<file path="src/rtl/rst_seq_ctrl.sv">
// ============================================================================
// Module      : rst_seq_ctrl
// Description : Multi-channel reset sequencer: synchronises the board reset,
//               stretches it, then releases channels one by one.
// Revision    : 1.0 - initial release
// ============================================================================
`default_nettype none

module rst_seq_ctrl #(
    parameter int NUM_CH         = 3,
    parameter int NUM_STAGES     = 2,
    parameter int STRETCH_CYCLES = 16,
    parameter int SEQ_GAP        = 4
) (
    input  logic              Clk,
    input  logic              Reset_n,
    input  logic              Sw_rst_req,
    input  logic [NUM_CH-1:0] Ch_hold,
    output logic [NUM_CH-1:0] Sync_rst_n,
    output logic              Rst_done
);

    localparam int c_CNT_MAX = (STRETCH_CYCLES > SEQ_GAP) ? STRETCH_CYCLES : SEQ_GAP;
    localparam int c_CNT_W   = $clog2(c_CNT_MAX + 1);
    localparam int c_IDX_W   = (NUM_CH > 1) ? $clog2(NUM_CH) : 1;

    localparam logic [c_CNT_W-1:0] c_STRETCH_LAST = c_CNT_W'(STRETCH_CYCLES - 1);
    localparam logic [c_CNT_W-1:0] c_GAP_LAST     = c_CNT_W'(SEQ_GAP - 1);
    localparam logic [c_CNT_W-1:0] c_CNT_ONE      = c_CNT_W'(1);
    localparam logic [c_IDX_W-1:0] c_IDX_ONE      = c_IDX_W'(1);
    localparam logic [c_IDX_W-1:0] c_IDX_LAST     = c_IDX_W'(NUM_CH - 1);
    localparam logic               c_SINGLE_CH    = (NUM_CH == 1);

    localparam logic [1:0] c_ST_ASSERT  = 2'd0;
    localparam logic [1:0] c_ST_RELEASE = 2'd1;
    localparam logic [1:0] c_ST_DONE    = 2'd2;

    logic [NUM_STAGES-1:0] r_sync_chain;
    logic [1:0]            r_state;
    logic [c_CNT_W-1:0]    r_cnt;
    logic [c_IDX_W-1:0]    r_idx;
    logic                  r_done;
    logic [NUM_CH-1:0]     r_slot_passed;
    logic [NUM_CH-1:0]     r_rst_n;

    logic                  w_sync_out;
    logic                  w_stretch_hit;
    logic                  w_gap_hit;
    logic [NUM_CH-1:0]     w_rel_now;

    // Deassertion is shifted in; assertion clears the chain asynchronously.
    always_ff @(posedge Clk or negedge Reset_n) begin
        if (!Reset_n) begin
            r_sync_chain <= '0;
        end else begin
            r_sync_chain <= {r_sync_chain[NUM_STAGES-2:0], 1'b1};
        end
    end

    assign w_sync_out    = r_sync_chain[NUM_STAGES-1];
    assign w_stretch_hit = (r_state == c_ST_ASSERT) && w_sync_out && (r_cnt == c_STRETCH_LAST);
    assign w_gap_hit     = (r_state == c_ST_RELEASE) && (r_cnt == c_GAP_LAST);

    // One-hot "this channel's slot is now" strobe.
    for (genvar k = 0; k < NUM_CH; k++) begin : g_rel
        if (k == 0) begin : g_first
            assign w_rel_now[k] = w_stretch_hit;
        end else begin : g_next
            assign w_rel_now[k] = w_gap_hit && (r_idx == c_IDX_W'(k));
        end
    end

    always_ff @(posedge Clk or negedge Reset_n) begin
        if (!Reset_n) begin
            r_state <= c_ST_ASSERT;
            r_cnt   <= '0;
            r_idx   <= '0;
            r_done  <= 1'b0;
        end else if (Sw_rst_req) begin
            r_state <= c_ST_ASSERT;
            r_cnt   <= '0;
            r_idx   <= '0;
            r_done  <= 1'b0;
        end else begin
            case (r_state)
                c_ST_ASSERT: begin
                    if (w_stretch_hit) begin
                        r_cnt <= '0;
                        if (c_SINGLE_CH) begin
                            r_state <= c_ST_DONE;
                            r_done  <= 1'b1;
                        end else begin
                            r_state <= c_ST_RELEASE;
                            r_idx   <= c_IDX_ONE;
                        end
                    end else if (w_sync_out) begin
                        r_cnt <= r_cnt + c_CNT_ONE;
                    end
                end
                c_ST_RELEASE: begin
                    if (w_gap_hit) begin
                        r_cnt <= '0;
                        if (r_idx == c_IDX_LAST) begin
                            r_state <= c_ST_DONE;
                            r_done  <= 1'b1;
                        end else begin
                            r_idx <= r_idx + c_IDX_ONE;
                        end
                    end else begin
                        r_cnt <= r_cnt + c_CNT_ONE;
                    end
                end
                c_ST_DONE: begin
                    r_state <= c_ST_DONE;
                end
                default: begin
                    r_state <= c_ST_ASSERT;
                    r_cnt   <= '0;
                    r_idx   <= '0;
                    r_done  <= 1'b0;
                end
            endcase
        end
    end

    // A slot elapses even for a held channel; the hold only masks the output.
    always_ff @(posedge Clk or negedge Reset_n) begin
        if (!Reset_n) begin
            r_slot_passed <= '0;
            r_rst_n       <= '0;
        end else if (Sw_rst_req) begin
            r_slot_passed <= '0;
            r_rst_n       <= '0;
        end else begin
            r_slot_passed <= r_slot_passed | w_rel_now;
            r_rst_n       <= (r_slot_passed | w_rel_now) & ~Ch_hold;
        end
    end

    assign Sync_rst_n = r_rst_n;
    assign Rst_done   = r_done;

endmodule

`default_nettype wire

</file>
<file path="config.mk">
export PLATFORM = sky130hd
export DESIGN_NAME = rst_seq_ctrl
export DESIGN_NICKNAME = d
export VERILOG_FILES = /design/src/rtl/rst_seq_ctrl.sv
export SDC_FILE = /design/constraint.sdc
export NUM_CORES = 1
export LEC_CHECK = 0
export BUFFER_PORTS_ARGS = -buffer_cell sky130_fd_sc_hd__buf_4
export CAP_MARGIN = 20
export CORE_MARGIN = 5
export CORE_UTILIZATION = 59
export CTS_BUF_LIST = sky130_fd_sc_hd__clkbuf_4 sky130_fd_sc_hd__clkbuf_8
export DETAILED_ROUTE_END_ITERATION = 12
export HOLD_SLACK_MARGIN = 0.03
export PLACE_DENSITY = 0.82
export SETUP_SLACK_MARGIN = 0.4
export SYNTH_ARGS = -nofsm -noshare
export SYNTH_HDL_FRONTEND = slang
export SYNTH_SLANG_ARGS = --single-unit
export TNS_END_PERCENT = 5
</file>
<file path="constraint.sdc">
create_clock -name Clk -period 2.25 [get_ports Clk]
set_input_delay 0.3375 -clock Clk [delete_from_list [all_inputs] [get_ports Clk]]
set_output_delay 0.3375 -clock Clk [all_outputs]
set_load 0.05 [all_outputs]
</file>
==> results.sh <==
export IMPL_synth_ff_type="dfrtp_1"
export IMPL_hold_depth=2
export IMPL_synthArstFlopShare_pct=100
export IMPL_syn_area_um2=898
export IMPL_synth_edff_count=0
export IMPL_wl_um=1740
export IMPL_cpMaxStageDelayCell="or4_4"
export IMPL_root_buffer="clkbuf_4"
export IMPL_place_ws_ns=0.259
export IMPL_dp_hpwl_um=1180
export IMPL_final_hold_violation_count=0
export IMPL_grt_pass1_vias=730
export IMPL_critPathBufInv=0
export IMPL_dieArea_mm2=0.00240
export IMPL_initial_core_util_pct=61.1
export IMPL_grt_use_total_pct=16.5
export IMPL_crit_start="r_cnt[0]"
export IMPL_ys_ff_latch=18
export IMPL_fin_util_pct=75.4
export IMPL_cts_sinks=18
export IMPL_rsz0062_at_grt="true"
export IMPL_final_setup_viol_count=0
export IMPL_crit_fanout=5
export IMPL_clk_transition_reported_paths_ns=0.10
export IMPL_antenna_found_initial=0
export IMPL_final_fill_count=94
export IMPL_clk_insertion_delay_late_ns=0.29
export IMPL_hold_ws_ns=0.181
export IMPL_regArea_um2=450
export IMPL_synth_avg_cell_area_um2=10.7
export IMPL_antenna_cells=0
export IMPL_final_period_utilization_pct=78.2
export IMPL_yosys_top_cells_area="dfrtp_1 (50%), ha_1 (9.7%), nor2_1 (3.3%)"
export IMPL_multiInputGateArea_um2=462
export IMPL_slew_violations=0
export IMPL_path_cells="ha_4 -> and3_2 -> ha_2 -> a21boi_2 -> or4_4 -> nor2_2 -> a31o_1"
export IMPL_routedWlPerCell_um=14.7
export IMPL_design_core_area_mm2=0.00147
export IMPL_synth_commonest_cells="dfrtp_1 (18), nor2_1 (8), ha_1 (7), inv_1 (7), nand2_1 (5)"
export IMPL_crit_end="r_idx[1]"
export IMPL_worstReg2RegEnd="r_idx[1]"
export IMPL_synth_cells=84
export IMPL_vias_per_cell=5.93
export IMPL_cp_end_kind="flip-flop"
export IMPL_area_growth_pct=23.5
export IMPL_ff2ff_path_depth=7
export IMPL_dpl_cell_count=108
export IMPL_hold_path_class="input port to flip-flop"
export IMPL_maxCapViolations=0
export IMPL_ys_warn_count=0
export IMPL_drc=0
export IMPL_pin_count=10
export IMPL_synth_top_area_cell="dfrtp_1"
export IMPL_leakage_nw=0.497
export IMPL_fin_nets=116
export IMPL_cts_tree="built"
export IMPL_max_freq_mhz=569
export IMPL_drive_gt1_share_pct=28.4
export IMPL_io_buffers=9
export IMPL_synth_cell_type_count=33
export IMPL_antenna_left=0
export IMPL_critPathArrivalTime_ns=2.00
export IMPL_synth_net_count=97
export IMPL_grt_pass1_wl_um=3180
export IMPL_yosysTopAreaCellShare_pct=50.1
export IMPL_ir_drop_mv=0.380
export IMPL_reg2reg_slack_ns=0.49
export IMPL_startpoint_type="flip-flop"
export IMPL_cts_path_max_buffers=2
export IMPL_yosysSeqAreaShare_pct=50.1
export IMPL_finClkSkew_ns=0.000716
export IMPL_criticalPathCategory="flip-flop to flip-flop"
export IMPL_setup_slack_ns=0.491
export IMPL_tns_ns=0
export IMPL_h_tree_depth=1
export IMPL_die_h_um=49.0
export IMPL_stdcell_area_mm2=0.00111
export IMPL_layoutNonFillerInstCount=118
export IMPL_path_depth=7
export IMPL_p_total_uw=615
export IMPL_die_w_um=49.0
export IMPL_vias=700
export IMPL_placed_area_um2=982
export IMPL_r2r_start="r_cnt[0]"
export IMPL_post_route_min_period_ns=1.76
export IMPL_grt_max_degree=19
export IMPL_power_density_mw_per_mm2=554
export IMPL_gp_congestion=0.833
export IMPL_drtIter0Drc=18
export IMPL_synthMostInstantiatedCell="dfrtp_1"
export IMPL_required_ns=2.49
export IMPL_critical_path_top_delay_family="simple AND/OR/NAND/NOR gates"
export IMPL_numCtsBuffers=3
export IMPL_grt_overflow_total=0
export IMPL_outcome="complete, no violations"
export IMPL_max_stage_delay_ns=0.49
export IMPL_rows=14
export IMPL_dr_pass1_iters=4
-- worst register-to-register path, stage by stage, from the launching register on --
cell and delay [ns]:
dfrtp_1 0.42, ha_4 0.17, and3_2 0.16, ha_2 0.19
a21boi_2 0.10, or4_4 0.49, nor2_2 0.09, a31o_1 0.09
-- layout make-up --
class | count | area share [%]
clock buffer | 4 | 3.27
inverter | 7 | 2.37
multi-input combinational | 58 | 41.6
sequential | 18 | 40.6
tap | 16 | 1.80
timing repair buffer | 15 | 10.4
-- metal layers --
layer | share of wire [%] | GRT usage, %
met5 | 0 | 0
met1 | 45 | 20.7
met2 | 51 | 26.3
met3 | 3.2 | 4.59
met4 | 0.63 | 7.17
-- how the worst min path moves through the flow --
stage | from | end
after floorplan | Reset_n | Rst_done
after global placement | Reset_n | r_state[1]
after detailed placement | Reset_n | r_state[1]
after CTS | Ch_hold[2] | Sync_rst_n[2]
after global routing | Ch_hold[1] | Sync_rst_n[1]
final | Ch_hold[2] | Sync_rst_n[2]
-- sequential cells by signal (all words and copies together), names as in the netlist --
register,flops
r_sync_chain,2
r_slot_passed,3
r_idx,2
r_cnt,5
Rst_done,1
r_state,2
Sync_rst_n,3
-- cells by family (layout without fill, tap and decap cells) --
kind of cell,after synthesis,in the layout,synth area share [%]
and+or+nand+nor,31,31,20.3
AOI/OAI and AO/OA,19,19,16.0
DFF,18,18,50.1
buffers and inverters,8,26,3.34
adders and majority gates,7,7,9.75
other,1,1,0.417
-- report_power, final --
| part | switching (mW) | leakage (nW) | internal [mW] |
|---|---|---|---|
| clock | 0.101 | 0.0210 | 0.0986 |
| combinational | 0.0338 | 0.232 | 0.0360 |
| sequential | 0.0126 | 0.245 | 0.333 |
| total | 0.147 | 0.497 | 0.467 |
-- layout by cell type, fill, tap and decap left out, types with 2 or more instances in the layout --
master	netlist	routed
dfrtp_1	18	18
buf_4	0	14
inv_1	7	7
nor2_1	8	7
nand2_1	5	5
ha_1	7	5
a31oi_1	4	4
nor3_1	4	4
o21ai_0	3	3
nand3_1	3	3
clkbuf_4	0	3
a21boi_2	1	2
nand2b_1	2	2
-- repair_timing --
item	in CTS	in global routing
buffers inserted	3	2
hold endpoints to repair	18	0
resized for setup	2	6
hold buffers	1	0
endpoints found under the setup margin	8	9
pin swaps	0	1
No activity file was read; power rests on OpenSTA's default activity.
